==> config.mk <==
export PLATFORM = sky130hd
export DESIGN_NAME = regwrite_arbiter_flat
export DESIGN_NICKNAME = d
export VERILOG_FILES = /design/src/rtl/regwrite_arbiter_if.sv /design/src/rtl/regwrite_arbiter.sv /design/src/flat_wrapper.sv
export SDC_FILE = /design/constraint.sdc
export NUM_CORES = 1
export LEC_CHECK = 0
export ABC_AREA = 1
export CORE_ASPECT_RATIO = 1.2
export CORE_MARGIN = 8
export CORE_UTILIZATION = 30
export CTS_CLUSTER_DIAMETER = 80
export DETAILED_ROUTE_END_ITERATION = 8
export MAX_ROUTING_LAYER = met4
export PLACE_DENSITY = 0.58
export SYNTH_ARGS = -nofsm -noshare
export SYNTH_HDL_FRONTEND = slang
export SYNTH_SLANG_ARGS = --single-unit
export TNS_END_PERCENT = 20
==> constraint.sdc <==
create_clock -name clk -period 2.15 [get_ports clk]
set_clock_uncertainty 0.05 [all_clocks]
set_input_delay 0.3225 -clock clk [delete_from_list [all_inputs] [get_ports clk]]
set_output_delay 0.3225 -clock clk [all_outputs]
set_load 0.01 [all_outputs]
==> src/rtl/regwrite_arbiter_if.sv <==
// Purpose: bundles two writeback request channels and the register-file write port.
// Latency: none, wires only.
// Backpressure: each request channel uses valid/ready; the register-file port never stalls.
interface regwrite_arbiter_if;
  logic        alu_valid;
  logic [4:0]  alu_addr;
  logic [31:0] alu_data;
  logic        alu_ready;
  logic        mem_valid;
  logic [4:0]  mem_addr;
  logic [31:0] mem_data;
  logic        mem_ready;
  logic        rf_wen;
  logic [4:0]  rf_waddr;
  logic [31:0] rf_wdata;
  logic [31:0] pending;

  // Writeback sources plus register-file consumer.
  modport master (
    output alu_valid, alu_addr, alu_data,
    output mem_valid, mem_addr, mem_data,
    input  alu_ready, mem_ready,
    input  rf_wen, rf_waddr, rf_wdata, pending
  );

  // The arbiter.
  modport slave (
    input  alu_valid, alu_addr, alu_data,
    input  mem_valid, mem_addr, mem_data,
    output alu_ready, mem_ready,
    output rf_wen, rf_waddr, rf_wdata, pending
  );
endinterface

==> src/rtl/regwrite_arbiter.sv <==
// Purpose: two one-entry writeback buffers (ALU, MEM) share the register-file write port.
// Latency: handshake in cycle N gives the earliest rf_wen in cycle N+1.
// Backpressure: ready = buffer empty or being drained this cycle; no path from valid.
module regwrite_arbiter (
  input  logic               clk,
  input  logic               reset,
  regwrite_arbiter_if.slave  bus
);

  logic        alu_full_q, alu_full_d;
  logic [4:0]  alu_addr_q, alu_addr_d;
  logic [31:0] alu_data_q, alu_data_d;
  logic        mem_full_q, mem_full_d;
  logic [4:0]  mem_addr_q, mem_addr_d;
  logic [31:0] mem_data_q, mem_data_d;
  logic        rr_q, rr_d;               // 0: ALU favoured, 1: MEM favoured
  logic        mem_older_q, mem_older_d; // valid only while both buffers are full

  logic        grant_alu;
  logic        grant_mem;
  logic        alu_rdy;
  logic        mem_rdy;
  logic        alu_load;
  logic        mem_load;
  logic [31:0] pend;

  // Pick at most one buffer: age decides same-register conflicts so program
  // order holds, round-robin decides otherwise. Nothing is granted while in
  // reset so buffered writes being discarded never reach the register file.
  always_comb begin
    grant_alu = 1'b0;
    grant_mem = 1'b0;
    if (!reset) begin
      if (alu_full_q && mem_full_q) begin
        if (alu_addr_q == mem_addr_q) begin
          grant_mem = mem_older_q;
          grant_alu = !mem_older_q;
        end else begin
          grant_mem = rr_q;
          grant_alu = !rr_q;
        end
      end else begin
        grant_alu = alu_full_q;
        grant_mem = mem_full_q;
      end
    end
  end

  // Handshakes, write-port drive and the hazard mask.
  always_comb begin
    alu_rdy = !alu_full_q || grant_alu;
    mem_rdy = !mem_full_q || grant_mem;

    bus.alu_ready = alu_rdy;
    bus.mem_ready = mem_rdy;
    bus.rf_wen    = grant_alu || grant_mem;
    bus.rf_waddr  = 5'd0;
    bus.rf_wdata  = 32'd0;
    if (grant_alu) begin
      bus.rf_waddr = alu_addr_q;
      bus.rf_wdata = alu_data_q;
    end else if (grant_mem) begin
      bus.rf_waddr = mem_addr_q;
      bus.rf_wdata = mem_data_q;
    end

    pend = 32'd0;
    if (alu_full_q) pend[alu_addr_q] = 1'b1;
    if (mem_full_q) pend[mem_addr_q] = 1'b1;
    pend[0] = 1'b0;
    bus.pending = pend;
  end

  // Buffer fill/drain, round-robin pointer and relative age.
  always_comb begin
    // Writes to r0 complete the handshake but are dropped here.
    alu_load = bus.alu_valid && alu_rdy && (bus.alu_addr != 5'd0);
    mem_load = bus.mem_valid && mem_rdy && (bus.mem_addr != 5'd0);

    alu_full_d = alu_full_q;
    alu_addr_d = alu_addr_q;
    alu_data_d = alu_data_q;
    if (grant_alu) alu_full_d = 1'b0;
    if (alu_load) begin
      alu_full_d = 1'b1;
      alu_addr_d = bus.alu_addr;
      alu_data_d = bus.alu_data;
    end

    mem_full_d = mem_full_q;
    mem_addr_d = mem_addr_q;
    mem_data_d = mem_data_q;
    if (grant_mem) mem_full_d = 1'b0;
    if (mem_load) begin
      mem_full_d = 1'b1;
      mem_addr_d = bus.mem_addr;
      mem_data_d = bus.mem_data;
    end

    rr_d = rr_q;
    if (grant_alu)      rr_d = 1'b1;
    else if (grant_mem) rr_d = 1'b0;

    // A load issues before the ALU op it races, so a simultaneous fill makes
    // MEM the older entry; otherwise the freshly loaded entry is the younger.
    mem_older_d = mem_older_q;
    if (alu_load && mem_load)
      mem_older_d = 1'b1;
    else if (alu_load && mem_full_q && !grant_mem)
      mem_older_d = 1'b1;
    else if (mem_load && alu_full_q && !grant_alu)
      mem_older_d = 1'b0;
  end

  // State registers with synchronous reset.
  always_ff @(posedge clk) begin
    if (reset) begin
      alu_full_q  <= 1'b0;
      alu_addr_q  <= 5'd0;
      alu_data_q  <= 32'd0;
      mem_full_q  <= 1'b0;
      mem_addr_q  <= 5'd0;
      mem_data_q  <= 32'd0;
      rr_q        <= 1'b0;
      mem_older_q <= 1'b0;
    end else begin
      alu_full_q  <= alu_full_d;
      alu_addr_q  <= alu_addr_d;
      alu_data_q  <= alu_data_d;
      mem_full_q  <= mem_full_d;
      mem_addr_q  <= mem_addr_d;
      mem_data_q  <= mem_data_d;
      rr_q        <= rr_d;
      mem_older_q <= mem_older_d;
    end
  end

endmodule

==> src/flat_wrapper.sv <==
// flat-port wrapper written by rule: the top's interface ports become plain ports
module regwrite_arbiter_flat 
  (clk, reset, bus_alu_valid, bus_alu_addr, bus_alu_data, bus_mem_valid, bus_mem_addr, bus_mem_data, bus_alu_ready, bus_mem_ready, bus_rf_wen, bus_rf_waddr, bus_rf_wdata, bus_pending);
  regwrite_arbiter_if bus_i ();
  input  logic clk;
  input  logic reset;
  input wire logic [$bits(bus_i.alu_valid)-1:0] bus_alu_valid;
  input wire logic [$bits(bus_i.alu_addr)-1:0] bus_alu_addr;
  input wire logic [$bits(bus_i.alu_data)-1:0] bus_alu_data;
  input wire logic [$bits(bus_i.mem_valid)-1:0] bus_mem_valid;
  input wire logic [$bits(bus_i.mem_addr)-1:0] bus_mem_addr;
  input wire logic [$bits(bus_i.mem_data)-1:0] bus_mem_data;
  output wire logic [$bits(bus_i.alu_ready)-1:0] bus_alu_ready;
  output wire logic [$bits(bus_i.mem_ready)-1:0] bus_mem_ready;
  output wire logic [$bits(bus_i.rf_wen)-1:0] bus_rf_wen;
  output wire logic [$bits(bus_i.rf_waddr)-1:0] bus_rf_waddr;
  output wire logic [$bits(bus_i.rf_wdata)-1:0] bus_rf_wdata;
  output wire logic [$bits(bus_i.pending)-1:0] bus_pending;
  assign bus_i.alu_valid = bus_alu_valid;
  assign bus_i.alu_addr = bus_alu_addr;
  assign bus_i.alu_data = bus_alu_data;
  assign bus_i.mem_valid = bus_mem_valid;
  assign bus_i.mem_addr = bus_mem_addr;
  assign bus_i.mem_data = bus_mem_data;
  assign bus_alu_ready = bus_i.alu_ready;
  assign bus_mem_ready = bus_i.mem_ready;
  assign bus_rf_wen = bus_i.rf_wen;
  assign bus_rf_waddr = bus_i.rf_waddr;
  assign bus_rf_wdata = bus_i.rf_wdata;
  assign bus_pending = bus_i.pending;
  regwrite_arbiter u_core (.clk(clk), .reset(reset), .bus(bus_i));
endmodule
Word level (Yosys, flattened, before mapping)
Cells that the tools add are included.

word-level totals
  register bits = 78
  input port bits = 78
  output and inout bits = 72
  logic and storage cells = 65

cells by class
  $lt $le $gt $ge = 4
  equal/unequal tests = 1
  muxes and demuxes = 24
  bitwise operators = 1
  reduce and logical (&&, ||, !) cells = 27

operators by type and width
  kind                  number
  $mux W32              4
  $or A32 B32 Y32       1
  $mux W1               16
  $logic_and A1 B1 Y1   12
  $lt A5 B6 Y1 const B  2
  $demux W1 S5          2
  $ge A5 B1 Y1 const B  2
  $mux W5               2
  $reduce_bool A5 Y1    2
  $logic_not A1 Y1      6
  $reduce_bool A2 Y1    3
  $eq A5 B5 Y1          1
  $logic_or A1 B1 Y1    3
  $reduce_bool A3 Y1    1

Longest topological paths before layout
  word-level depth = 12
  gate-level depth with buffers = 14
  mapped depth without buffers = 13

Least setup slack after synthesis
OpenSTA, ideal clock, no wires.

  kind = reg-to-output
  start = reg u_core.mem_addr_q[3]
  end = out bus_mem_ready
  data arrival time = 1.516 ns
  required time = 1.778 ns
  setup slack = 0.261 ns
  cell stages (with the launch flop) = 12
  buffers on the path = 2
  path through = dfxtp_1 > inv_1 > nand2_1 > nand2_1 > nor2_2 > nand3_1 > nand2_1 > nand3_2 > nand2_4 > nand2_2 > buf_6 > buf_6

on the way
  longest elaborated chain between the ends = 5

RTL lines
  what                    RTL line                 source
  start, declared         regwrite_arbiter.sv:14   logic [4:0] mem_addr_q, mem_addr_d;
  start signal, assigned  regwrite_arbiter.sv:131  mem_addr_q <= mem_addr_d;
  $eq A5 B5 Y1            regwrite_arbiter.sv:35   if (alu_addr_q == mem_addr_q) begin
  $mux W1                 regwrite_arbiter.sv:35
  $mux W1                 regwrite_arbiter.sv:34   if (alu_full_q && mem_full_q) begin
  $mux W1                 regwrite_arbiter.sv:33   if (!reset) begin
  $logic_or A1 B1 Y1      regwrite_arbiter.sv:52   mem_rdy = !mem_full_q || grant_mem;
  end, declared           flat_wrapper.sv:14       output wire logic [$bits(bus_i.mem_ready)-1:0] bus_mem_ready;

No other way between the ends.

Worst setup path in the final report
  start = reg u_core.alu_addr_q[3]
  end = out bus_rf_wdata[4]

on the way
  longest elaborated chain between the ends = 6
  elaborated cells on any way between the ends = 9
  those cells by class = eq/ne: 1; mux: 8

RTL lines
  what                    RTL line                 source
  start, declared         regwrite_arbiter.sv:11   logic [4:0] alu_addr_q, alu_addr_d;
  start signal, assigned  regwrite_arbiter.sv:128  alu_addr_q <= alu_addr_d;
  $eq A5 B5 Y1 *          regwrite_arbiter.sv:35
  $mux W1                 regwrite_arbiter.sv:35
  $mux W1                 regwrite_arbiter.sv:34
  $mux W1                 regwrite_arbiter.sv:33
  $mux W32                regwrite_arbiter.sv:62   end else if (grant_mem) begin
  $mux W32 *              regwrite_arbiter.sv:59   if (grant_alu) begin
  end, declared           flat_wrapper.sv:17       output wire logic [$bits(bus_i.rf_wdata)-1:0] bus_rf_wdata;

Mark *: on every way between the ends. The rest lies on a longest branch, timed or not.

==> results.yml <==
drt:
  antenna_left: 0
  vias: 5173
  wl_um: 16300
  drt-initial-drc-count: 219
  avgRoutedWirePerCell_um: 14.7
  firstDrtPassIters: 6
  post_drt_via_cell_ratio: 4.66
  drc: 0
place:
  portBuffers: 148
  place_ws_ns: -0.257
  gp_congestion: 0.838
  place_hpwl_um: 11700
clock_network:
  clkTransAtPathRegs_ns: 0.06
  htreeDepth: 3
  clock_latency_ns: 0.33
  cts_root_buf: "clkbuf_16"
  cts_inserted_buffers: 9
  cts_tree: "done"
  cts_hold_buf: 0
  cts_num_sinks: 78
  clockBufferDepth: 2
global_route:
  grt_usage_pct: 16.8
  overflow: 0
  grt_antenna_before_repair: 0
  grt_pass1_wl_um: 25500
  grt_max_degree: 53
  first_global_vias: 5051
sta:
  slew_headroom_pct: 55.9
  hold_viol_final: 0
  worst_slack_ns: -0.168
  rsz0062_at_grt: "yes"
  setup_viol_count_final: 39
  min_period_ns: 2.32
  post-route-period-util_pct: 108
  fmax_ghz: 0.431
  maxSlewViolCount: 0
  worst_pin_slew_ns: 0.661
finish:
  mostFrequentLayoutCell: "nand2_1"
  n_antenna_cell: 0
  ff_latch_area_mm2: 0.00158
  fin_nets: 978
  layout_common_cells: "nand2_1 (142), nor2_1 (114), nand3_1 (88), clkdlybuf4s50_1 (77), dfxtp_1 (68)"
  area_growth_syn_to_layout_pct: 61.9
  multiInputGateArea_mm2: 0.00277
  fin_util_pct: 49.1
  num-fill-cells: 1558
  drive_above_1_share_pct: 24.3
synthesis:
  synth_mux_area_share_pct: 0
  ys_ff_latch: 78
  synth_xor_area_share_pct: 0.194
  ys_seq_area_share_pct: 34.7
  yosys.area_share.simple_pct: 45.5
  synth_cell_type_count: 26
  syn_area_mm2: 0.00450
  synth_compound_area_share_pct: 9.00
  yosys_warnings: 0
  synth-adder-area-share_pct: 0
  syn_avg_cell_area_um2: 6.26
  synthCells: 719
  synth_top_family_by_area: "simple AND/OR/NAND/NOR gates"
  synth_nets: 797
setup_path:
  rr_worst_depth: 14
  r2r_end: "u_core.alu_data_q[3]"
  setup.worst_path.end: "bus_rf_wdata[4]"
  arrival_ns: 1.95
  path_max_fanout: 7
  critPathRequiredTime_ns: 1.78
  r2r_setup_slack_ns: 0.01
  r2r_start: "u_core.alu_addr_q[3]"
  endpoint_kind: "output port"
  startpoint: "u_core.alu_addr_q[3]"
  cp-start-kind: "flip-flop"
  criticalPathCategory: "flip-flop to output port"
run:
  maxCapViolations: 0
floorplan:
  rows: 49
  die-area_mm2: 0.0192
  fp.dieW_um: 128
  start_util_pct: 30.4
  die_h_um: 150
  core_area_mm2: 0.0148
  ios: 150
outcome:
  outcome: "complete, but fails checks"
  violations: "setup timing"
power_and_ir_drop:
  leakagePower_nw: 3.43
  seq_power_share_pct: 36.1
  p_comb_share_pct: 25.1
  cellInternalPower_w: 0.00331
  p_sw_share_pct: 28.3
  p_switching_w: 0.00130
  power.density_mw_per_mm2: 633
  irDropWorstVdd_mv: 0.456
  clock_power_share_pct: 38.8
min_path:
  worstHoldPathType: "flip-flop to flip-flop"
  whs_path_depth: 2
==> cell usage after synthesis <==
cell	instances	area [µm²]
a21oi_1	39	195
a21oi_4	1	16.3
buf_1	9	33.8
buf_2	9	45.0
buf_4	4	30.0
buf_6	6	67.6
clkbuf_1	23	86.3
conb_1	1	3.75
dfxtp_1	78	1560
inv_1	56	210
inv_2	1	3.75
nand2_1	159	597
nand2_2	3	18.8
nand2_4	2	22.5
nand3_1	119	596
nand3_2	1	10.0
nand3_4	1	17.5
nand3b_1	34	255
nand4_1	2	12.5
nor2_1	118	443
nor2_2	1	6.26
nor3_1	14	70.1
o21ai_0	31	155
o22ai_1	5	31.3
o31ai_1	1	7.51
xnor2_1	1	8.76
==> logic make-up (layout without fill, tap and decap cells) <==
| family | Yosys count | after routing |
|---|---|---|
| AO/OA/AOI/OAI | 77 | 77 |
| XOR/XNOR | 1 | 1 |
| buffers and inverters | 108 | 294 |
| flip-flops | 78 | 78 |
| other | 1 | 1 |
| AND/OR/NAND/NOR | 454 | 454 |
==> layer usage <==
metal | up-vias | global-route usage (%) | wire length (µm)
met3 | 15 | 3.93 | 822
li1 | 2690 | - | -
met5 | - | - | 0
met2 | 137 | 29.4 | 8250
met1 | 2331 | 18.8 | 7030
met4 | 0 | 4.47 | 220
==> worst min path at each step <==
| stage | startpoint | to | slack (ns) |
|---|---|---|---|
| after global routing | u_core.alu_data_q[15] | u_core.alu_data_q[15] | 0.44 |
| after CTS | u_core.alu_data_q[15] | u_core.alu_data_q[15] | 0.42 |
| final | u_core.alu_data_q[15] | u_core.alu_data_q[15] | 0.42 |
| after global placement | u_core.alu_data_q[12] | u_core.alu_data_q[12] | 0.40 |
| after floorplan | u_core.alu_data_q[0] | u_core.alu_data_q[0] | 0.39 |
| after detailed placement | u_core.alu_data_q[15] | u_core.alu_data_q[15] | 0.41 |
==> power groups by stage <==
stage	Clock, W	Sequential (W)	Combinational [W]
detailed placement	0	0.00168	0.00104
global route	0.00189	0.00168	0.00128
finish	0.00179	0.00167	0.00116
CTS	0.00182	0.00166	0.00106
floorplan	0	0.00166	0.000567
global placement	0	0.00168	0.00104
==> flip-flops by register name, summed over array words and instances, names as in the netlist <==
register,flops
u_core.alu_addr_q,5
u_core.alu_data_q,32
u_core.mem_data_q,32
u_core.rr_q,1
u_core.mem_full_q,1
u_core.mem_addr_q,5
u_core.mem_older_q,1
u_core.alu_full_q,1
==> metrics by stage <==
| step | hold WS [ns] | setup TNS (ns) | cell area, µm² | total power [W] | cells |
|---|---|---|---|---|---|
| finish | 0.423 | -3.78 | 7290 | 0.00462 | 1109 |
| global route | 0.443 | -12.03 | 7290 | 0.00484 | 1109 |
| CTS | 0.423 | -4.63 | 6950 | 0.00453 | 1095 |
| detailed placement | 0.409 | -8.71 | 6540 | 0.00272 | 1075 |
| global placement | 0.399 | -7.81 | 6540 | 0.00272 | 1075 |
| floorplan | 0.391 | 0 | 4500 | 0.00223 | 719 |
==> worst max-delay path: stages, from the launching register on <==
cell       delay (ns)
dfxtp_2          0.36
inv_2            0.05
nand2_2          0.06
nand2_2          0.06
nor2_4           0.13
nand3_2          0.11
nand2_2          0.09
nand3_4          0.16
clkbuf_16        0.22
buf_8            0.13
nand3_2          0.05
nand2_1          0.05
buf_2            0.13
==> area by class of cell <==
class	instances	area share, %
clock buffer	11	3.33
multi-input combinational	533	38.0
tap	204	3.50
inverter	57	2.93
clock inverter	5	1.46
sequential	78	21.7
timing repair buffer	221	29.1
==> repair_timing <==
item	in CTS	in global routing
setup buffers	4	14
gates cloned	0	2
setup endpoints to repair	89	102
pin swaps	20	23
gates resized for setup	184	130
(Power assumes the default switching activity.)
